File: src/rtl/vga_mem_pkg.sv
// Shared constants and the access-owner encoding for the VGA image-memory arbiter.
package vga_mem_pkg;

    localparam int ADDR_W   = 16;
    localparam int DATA_W   = 8;
    localparam int MAX_ADDR = 9999;

    // Owner of the RAM access issued in the current cycle
    typedef enum logic [1:0] {
        OWN_IDLE = 2'd0,
        OWN_VGA  = 2'd1,
        OWN_DEC  = 2'd2
    } owner_e;

endpackage

File: src/rtl/mem_read_tag_pipe.sv
// Two-deep tag pipeline that follows each read through the RAM latency and
// steers the returned data to the requester that issued it.
module mem_read_tag_pipe
    import vga_mem_pkg::*;
#(
    parameter int DATA_W = vga_mem_pkg::DATA_W
) (
    input  logic              clk_25Mhz,
    input  logic              rst,
    input  logic              issue_vld,
    input  owner_e            issue_owner,
    input  logic              issue_oob,
    input  logic [DATA_W-1:0] mem_rdata,
    output logic [DATA_W-1:0] rd_data,
    output logic              vga_rvalid,
    output logic              dec_rvalid
);

    logic   vld_p1;
    logic   vld_p2;
    owner_e own_p1;
    owner_e own_p2;
    logic   oob_p1;
    logic   oob_p2;

    // Valid bits and returned data; reset drops any read still in flight
    always_ff @(posedge clk_25Mhz) begin
        if (rst) begin
            vld_p1     <= 1'b0;
            vld_p2     <= 1'b0;
            vga_rvalid <= 1'b0;
            dec_rvalid <= 1'b0;
            rd_data    <= '0;
        end else begin
            // p1: tag captured at the grant edge, RAM sees the address
            vld_p1     <= issue_vld;
            // p2: RAM has registered its output, mem_rdata is valid now
            vld_p2     <= vld_p1;
            // return: data captured and rvalid routed to the issuer
            vga_rvalid <= vld_p2 && (own_p2 == OWN_VGA);
            dec_rvalid <= vld_p2 && (own_p2 == OWN_DEC);
            if (vld_p2) begin
                rd_data <= oob_p2 ? '0 : mem_rdata;
            end
        end
    end

    // Tag payload travels beside the valid bits and is only qualified by them
    always_ff @(posedge clk_25Mhz) begin
        own_p1 <= issue_owner;
        oob_p1 <= issue_oob;
        own_p2 <= own_p1;
        oob_p2 <= oob_p1;
    end

endmodule

File: src/rtl/vga_mem_arbiter.sv
// Single-port image RAM arbiter between the VGA display fetch and the
// decrypter. VGA has priority, bounded by a starvation counter that forces a
// decrypter grant after STARVE_LIMIT consecutive VGA wins.
module vga_mem_arbiter
    import vga_mem_pkg::*;
#(
    parameter int ADDR_W       = vga_mem_pkg::ADDR_W,
    parameter int DATA_W       = vga_mem_pkg::DATA_W,
    parameter int MAX_ADDR     = vga_mem_pkg::MAX_ADDR,
    parameter int STARVE_LIMIT = 4
) (
    input  logic              clk_25Mhz,
    input  logic              rst,
    input  logic              vga_req,
    input  logic [ADDR_W-1:0] vga_addr,
    output logic              vga_gnt,
    output logic              vga_rvalid,
    input  logic              dec_req,
    input  logic              dec_we,
    input  logic [ADDR_W-1:0] dec_addr,
    input  logic [DATA_W-1:0] dec_wdata,
    output logic              dec_gnt,
    output logic              dec_rvalid,
    output logic [DATA_W-1:0] rd_data,
    output logic [ADDR_W-1:0] mem_addr,
    output logic              mem_we,
    output logic [DATA_W-1:0] mem_wdata,
    input  logic [DATA_W-1:0] mem_rdata,
    output logic              err_oob
);

    localparam int               CNT_W        = (STARVE_LIMIT > 0) ? $clog2(STARVE_LIMIT + 1) : 1;
    localparam logic [CNT_W-1:0] STARVE_MAX   = CNT_W'(STARVE_LIMIT);
    localparam logic [63:0]      MAX_ADDR_EXT = 64'(MAX_ADDR);

    // Addresses past the image are still granted but never touch the RAM
    function automatic logic addr_oob(input logic [ADDR_W-1:0] addr);
        return 64'(addr) > MAX_ADDR_EXT;
    endfunction

    owner_e            owner;
    owner_e            owner_nxt;
    logic [CNT_W-1:0]  starve_cnt;
    logic [CNT_W-1:0]  starve_nxt;
    logic [ADDR_W-1:0] sel_addr;
    logic [DATA_W-1:0] sel_wdata;
    logic              sel_write;
    logic              sel_oob;
    logic              issue_rd;

    // Grant decision and starvation bookkeeping from the sampled requests
    always_comb begin
        owner_nxt  = OWN_IDLE;
        starve_nxt = starve_cnt;
        if (!rst) begin
            if (vga_req && dec_req) begin
                owner_nxt = (starve_cnt == STARVE_MAX) ? OWN_DEC : OWN_VGA;
            end else if (vga_req) begin
                owner_nxt = OWN_VGA;
            end else if (dec_req) begin
                owner_nxt = OWN_DEC;
            end
        end
        if (!dec_req || owner_nxt == OWN_DEC) begin
            starve_nxt = '0;
        end else if (owner_nxt == OWN_VGA && starve_cnt != STARVE_MAX) begin
            starve_nxt = starve_cnt + CNT_W'(1);
        end
    end

    // Owner and starvation counter registers
    always_ff @(posedge clk_25Mhz) begin
        if (rst) begin
            owner      <= OWN_IDLE;
            starve_cnt <= '0;
        end else begin
            owner      <= owner_nxt;
            starve_cnt <= starve_nxt;
        end
    end

    // Mux the winning requester onto the RAM port; idle cycles keep the address
    always_comb begin
        sel_addr  = mem_addr;
        sel_wdata = mem_wdata;
        sel_write = 1'b0;
        case (owner_nxt)
            OWN_VGA: begin
                sel_addr = vga_addr;
            end
            OWN_DEC: begin
                sel_addr  = dec_addr;
                sel_write = dec_we;
                if (dec_we) begin
                    sel_wdata = dec_wdata;
                end
            end
            default: ;
        endcase
        sel_oob  = (owner_nxt != OWN_IDLE) && addr_oob(sel_addr);
        issue_rd = (owner_nxt != OWN_IDLE) && !sel_write;
    end

    // RAM port registers and the sticky out-of-range flag
    always_ff @(posedge clk_25Mhz) begin
        if (rst) begin
            mem_addr  <= '0;
            mem_we    <= 1'b0;
            mem_wdata <= '0;
            err_oob   <= 1'b0;
        end else begin
            mem_we <= sel_write && !sel_oob;
            if (owner_nxt != OWN_IDLE) begin
                mem_addr  <= sel_addr;
                mem_wdata <= sel_wdata;
            end
            if (sel_oob) begin
                err_oob <= 1'b1;
            end
        end
    end

    assign vga_gnt = (owner == OWN_VGA);
    assign dec_gnt = (owner == OWN_DEC);

    mem_read_tag_pipe #(
        .DATA_W (DATA_W)
    ) u_tag_pipe (
        .clk_25Mhz   (clk_25Mhz),
        .rst         (rst),
        .issue_vld   (issue_rd),
        .issue_owner (owner_nxt),
        .issue_oob   (sel_oob),
        .mem_rdata   (mem_rdata),
        .rd_data     (rd_data),
        .vga_rvalid  (vga_rvalid),
        .dec_rvalid  (dec_rvalid)
    );

endmodule

File: config.mk
export PLATFORM = sky130hd
export DESIGN_NAME = vga_mem_arbiter
export DESIGN_NICKNAME = d
export VERILOG_FILES = /design/src/rtl/vga_mem_pkg.sv /design/src/rtl/mem_read_tag_pipe.sv /design/src/rtl/vga_mem_arbiter.sv
export SDC_FILE = /design/constraint.sdc
export NUM_CORES = 1
export LEC_CHECK = 0
export BUFFER_PORTS_ARGS = -buffer_cell sky130_fd_sc_hd__buf_4
export CAP_MARGIN = 20
export CORE_MARGIN = 2
export CORE_UTILIZATION = 44
export DETAILED_ROUTE_END_ITERATION = 8
export PLACE_DENSITY = 0.84
export SYNTH_ARGS = -nofsm -noshare
export SYNTH_HDL_FRONTEND = slang
export SYNTH_SLANG_ARGS = --single-unit
export TNS_END_PERCENT = 20
File: constraint.sdc
create_clock -name clk_25Mhz -period 5.6 [get_ports clk_25Mhz]
set_input_delay 1.4 -clock clk_25Mhz [delete_from_list [all_inputs] [get_ports clk_25Mhz]]
set_output_delay 1.4 -clock clk_25Mhz [all_outputs]
set_load 0.005 [all_outputs]
==> run_results.csv <==
group,metric,value,unit
critical_path,path_class,"primary input to register",
timing,fin_tns_setup,0,ps
placement,post_dp_cell_area,2750,sq um
critical_path,end_kind,"register",
timing,max_freq,0.271,GHz
synth,syn_area,2090,sq um
synth,synthesis.nets,293,
critical_path,cpMaxStageDelayCell,"ha_1",
detailed_routing,initialDrtViolationCount,49,
critical_path,cp_max_fo,42,
timing,finalHoldViolCount,0,
synth,ys.flop_type,"dfxtp_1",
critical_path,cpPeakStageDelay,760,ps
synth,ys_types,36,
timing,drv_slew,0,
floorplanning,io_pins,91,
critical_path,cp_data_required_time,5790,ps
clock_network,cts_hold_buffers,0,
global_route,grt_overflow,0,
floorplanning,die-area,5330,sq um
layout,drive_gt1_share,33.0,%
floorplanning,coreArea,4660,sq um
synth,syn_inst,235,
placement,dp_cells,364,
detailed_routing,vias,1974,
global_route,antenna_found_initial,0,
clock_network,cts_setup_buffers,0,
synth,synthArstFlopShare,0,%
critical_path,cp_top_family,"compound AO/OA/AOI/OAI gates",
layout,n_antenna_cell,0,
clock_network,cts_buffers,5,
floorplanning,std_cell_rows,25,
synth,yosys.area.top_type_share,46.8,%
timing,post-route-period-util,66.0,%
timing,slew_headroom,36.6,%
layout,nets,375,
clock_network,clockRootBuffer,"clkbuf_8",
pwr,p_leak,1.24,nW
timing,fin_worst_skew,6.32,ps
detailed_routing,drt-total-wl,5.03,mm
layout,multi_input_area,1000,sq um
synth,yosys_warnings,0,
placement,place_hpwl,3.61,mm
synth,syn_area_per_cell,8.91,sq um
critical_path,crit_chain,"buf_4 > nand2b_1 > a21oi_1 > inv_1 > ha_1 > a221oi_1 > o22ai_1 > o2111ai_2 > a32o_1",
timing,setup_viol,0,
global_route,grt_use_total,19.1,%
global_route,grt_pass1_wl,7.89,mm
detailed_routing,ant_nets,0,
floorplanning,die_h,73.0,um
synth,synth_common_cells,"dfxtp_1, a21oi_1, nor2_1",
outcome,status,"finished, final reports clean",
timing,min_period,3700,ps
flow_run,cap_violations,0,
clock_network,clock_latency,290,ps
layout,final_core_util,61.8,%
timing,fin_hold_ws,337,ps
placement,dpl_worst_slack,1650,ps
layout,fill_cells,393,
synth,ys_ff_latch,49,
clock_network,clkSinkCount,49,
timing,tightest_slew,950,ps
detailed_routing,drt_pass1_iterations,4,
layout,final-seq-area,981,sq um
pwr,powerDensity,265,nW/um^2
detailed_routing,drc_errors,0,
clock_network,clkTransAtPathRegs,90,ps
layout,fin_area,2880,sq um
timing,rsz0062_at_grt,"no",
clock_network,htree_levels,2,
placement,place_congestion,0.800,
synth,synth-seq-area-share,46.8,%
layout,syn2layout_area_growth,37.6,%
detailed_routing,wire_per_inst,13.5,um
global_route,grt_pass1_vias,1827,
clock_network,clock_path_buffers,2,
synth,synth_top_cells_by_area,"dfxtp_1, a21oi_1, nor2b_1",
placement,io_buffers,90,
critical_path,arrival,3890,ps
clock_network,post_cts_resize_count,0,
timing,finalWorstSetupSlack,1900,ps
floorplanning,initial_core_util,44.9,%
synth,yosysTopAreaCell,"dfxtp_1",
pwr,total_power,765,uW
hold_path,hold_path.class,"register to register",
clock_network,cts_tree,"done",
synth,synth_edf_count,0,
detailed_routing,post_drt_via_cell_ratio,5.31,
pwr,peakVddDrop,0.117,mV
layout,stdcell_count,372,
critical_path,path_buf_inv,2,
global_route,grt_max_degree,43,
critical_path,cp-start-kind,"primary input",
floorplanning,fp.dieW,73.0,um
synth,yosysMostFrequentCell,"dfxtp_1",
layout make-up:
cell class | instances | share of cell area, %
multi-input cells | 165 | 34.7
flip-flops and latches | 49 | 34.0
repair buffers | 90 | 23.4
clock buffers | 5 | 2.39
well taps | 54 | 2.34
clock inverters | 3 | 2.26
inverters | 6 | 0.782
state kept, by name, indices dropped and copies added (netlist names), 2 cells and up:
register / cells
owner: 2
mem_addr: 16
u_tag_pipe.own_p1: 2
u_tag_pipe.own_p2: 2
mem_wdata: 8
starve_cnt: 3
u_tag_pipe.rd_data: 8
kinds of logic (layout without fill, tap and decap cells):
logic type / Yosys count / in the layout / share of synthesized area, %
simple gates: 92 / 92 / 22.2
xor+xnor: 1 / 1 / 0.418
compound gates: 63 / 63 / 20.3
buf+inv: 21 / 104 / 5.38
flops: 49 / 49 / 46.8
mux: 4 / 4 / 1.91
fa+ha+maj: 5 / 5 / 2.99
per-layer routing:
metal | GRT usage (%) | vias up | wire length, um | share of wire [%]
li1 | - | 989 | - | -
met1 | 23.2 | 875 | 2100 | 42
met2 | 32.4 | 103 | 2450 | 49
met3 | 5.66 | 7 | 443 | 8.8
met4 | 5.76 | 0 | 41 | 0.81
met5 | 0 | - | 0 | 0
power by group:
group / leakage [nW] / switching (mW) / total (mW) / internal [mW]
Clock: 0.0681 / 0.110 / 0.287 / 0.177
Combinational: 0.776 / 0.0527 / 0.110 / 0.0577
Sequential: 0.398 / 0.00746 / 0.367 / 0.360
cell usage in the layout, fill, tap and decap left out, types with 2 or more instances in the layout:
cell       count
a22oi_1        8
nand2_1       25
nand2b_1       2
bufinv_16      2
nor3_1         9
a21oi_1       28
clkbuf_8       5
mux2i_1        4
nor2b_1       18
buf_4         90
a221oi_1       6
a211oi_1       5
ha_1           5
nor4bb_1       2
dfxtp_1       49
or2_2          2
o21ai_0        2
nor2_1        28
a311oi_1       2
a221oi_2       2
o21ai_1        2
inv_1          6
o22ai_1        3
worst paths after layout:
kind                            depth (start not counted)                  from                   end  slack (ps)
worst min register to register                          0  u_tag_pipe.own_p1[1]  u_tag_pipe.own_p2[1]         340
worst max register to register                         10         starve_cnt[0]                mem_we        2700
worst max-delay path                                    9                   rst                mem_we        1900
worst min-delay path                                    0  u_tag_pipe.own_p1[1]  u_tag_pipe.own_p2[1]         340
(Power assumes the default switching activity.)
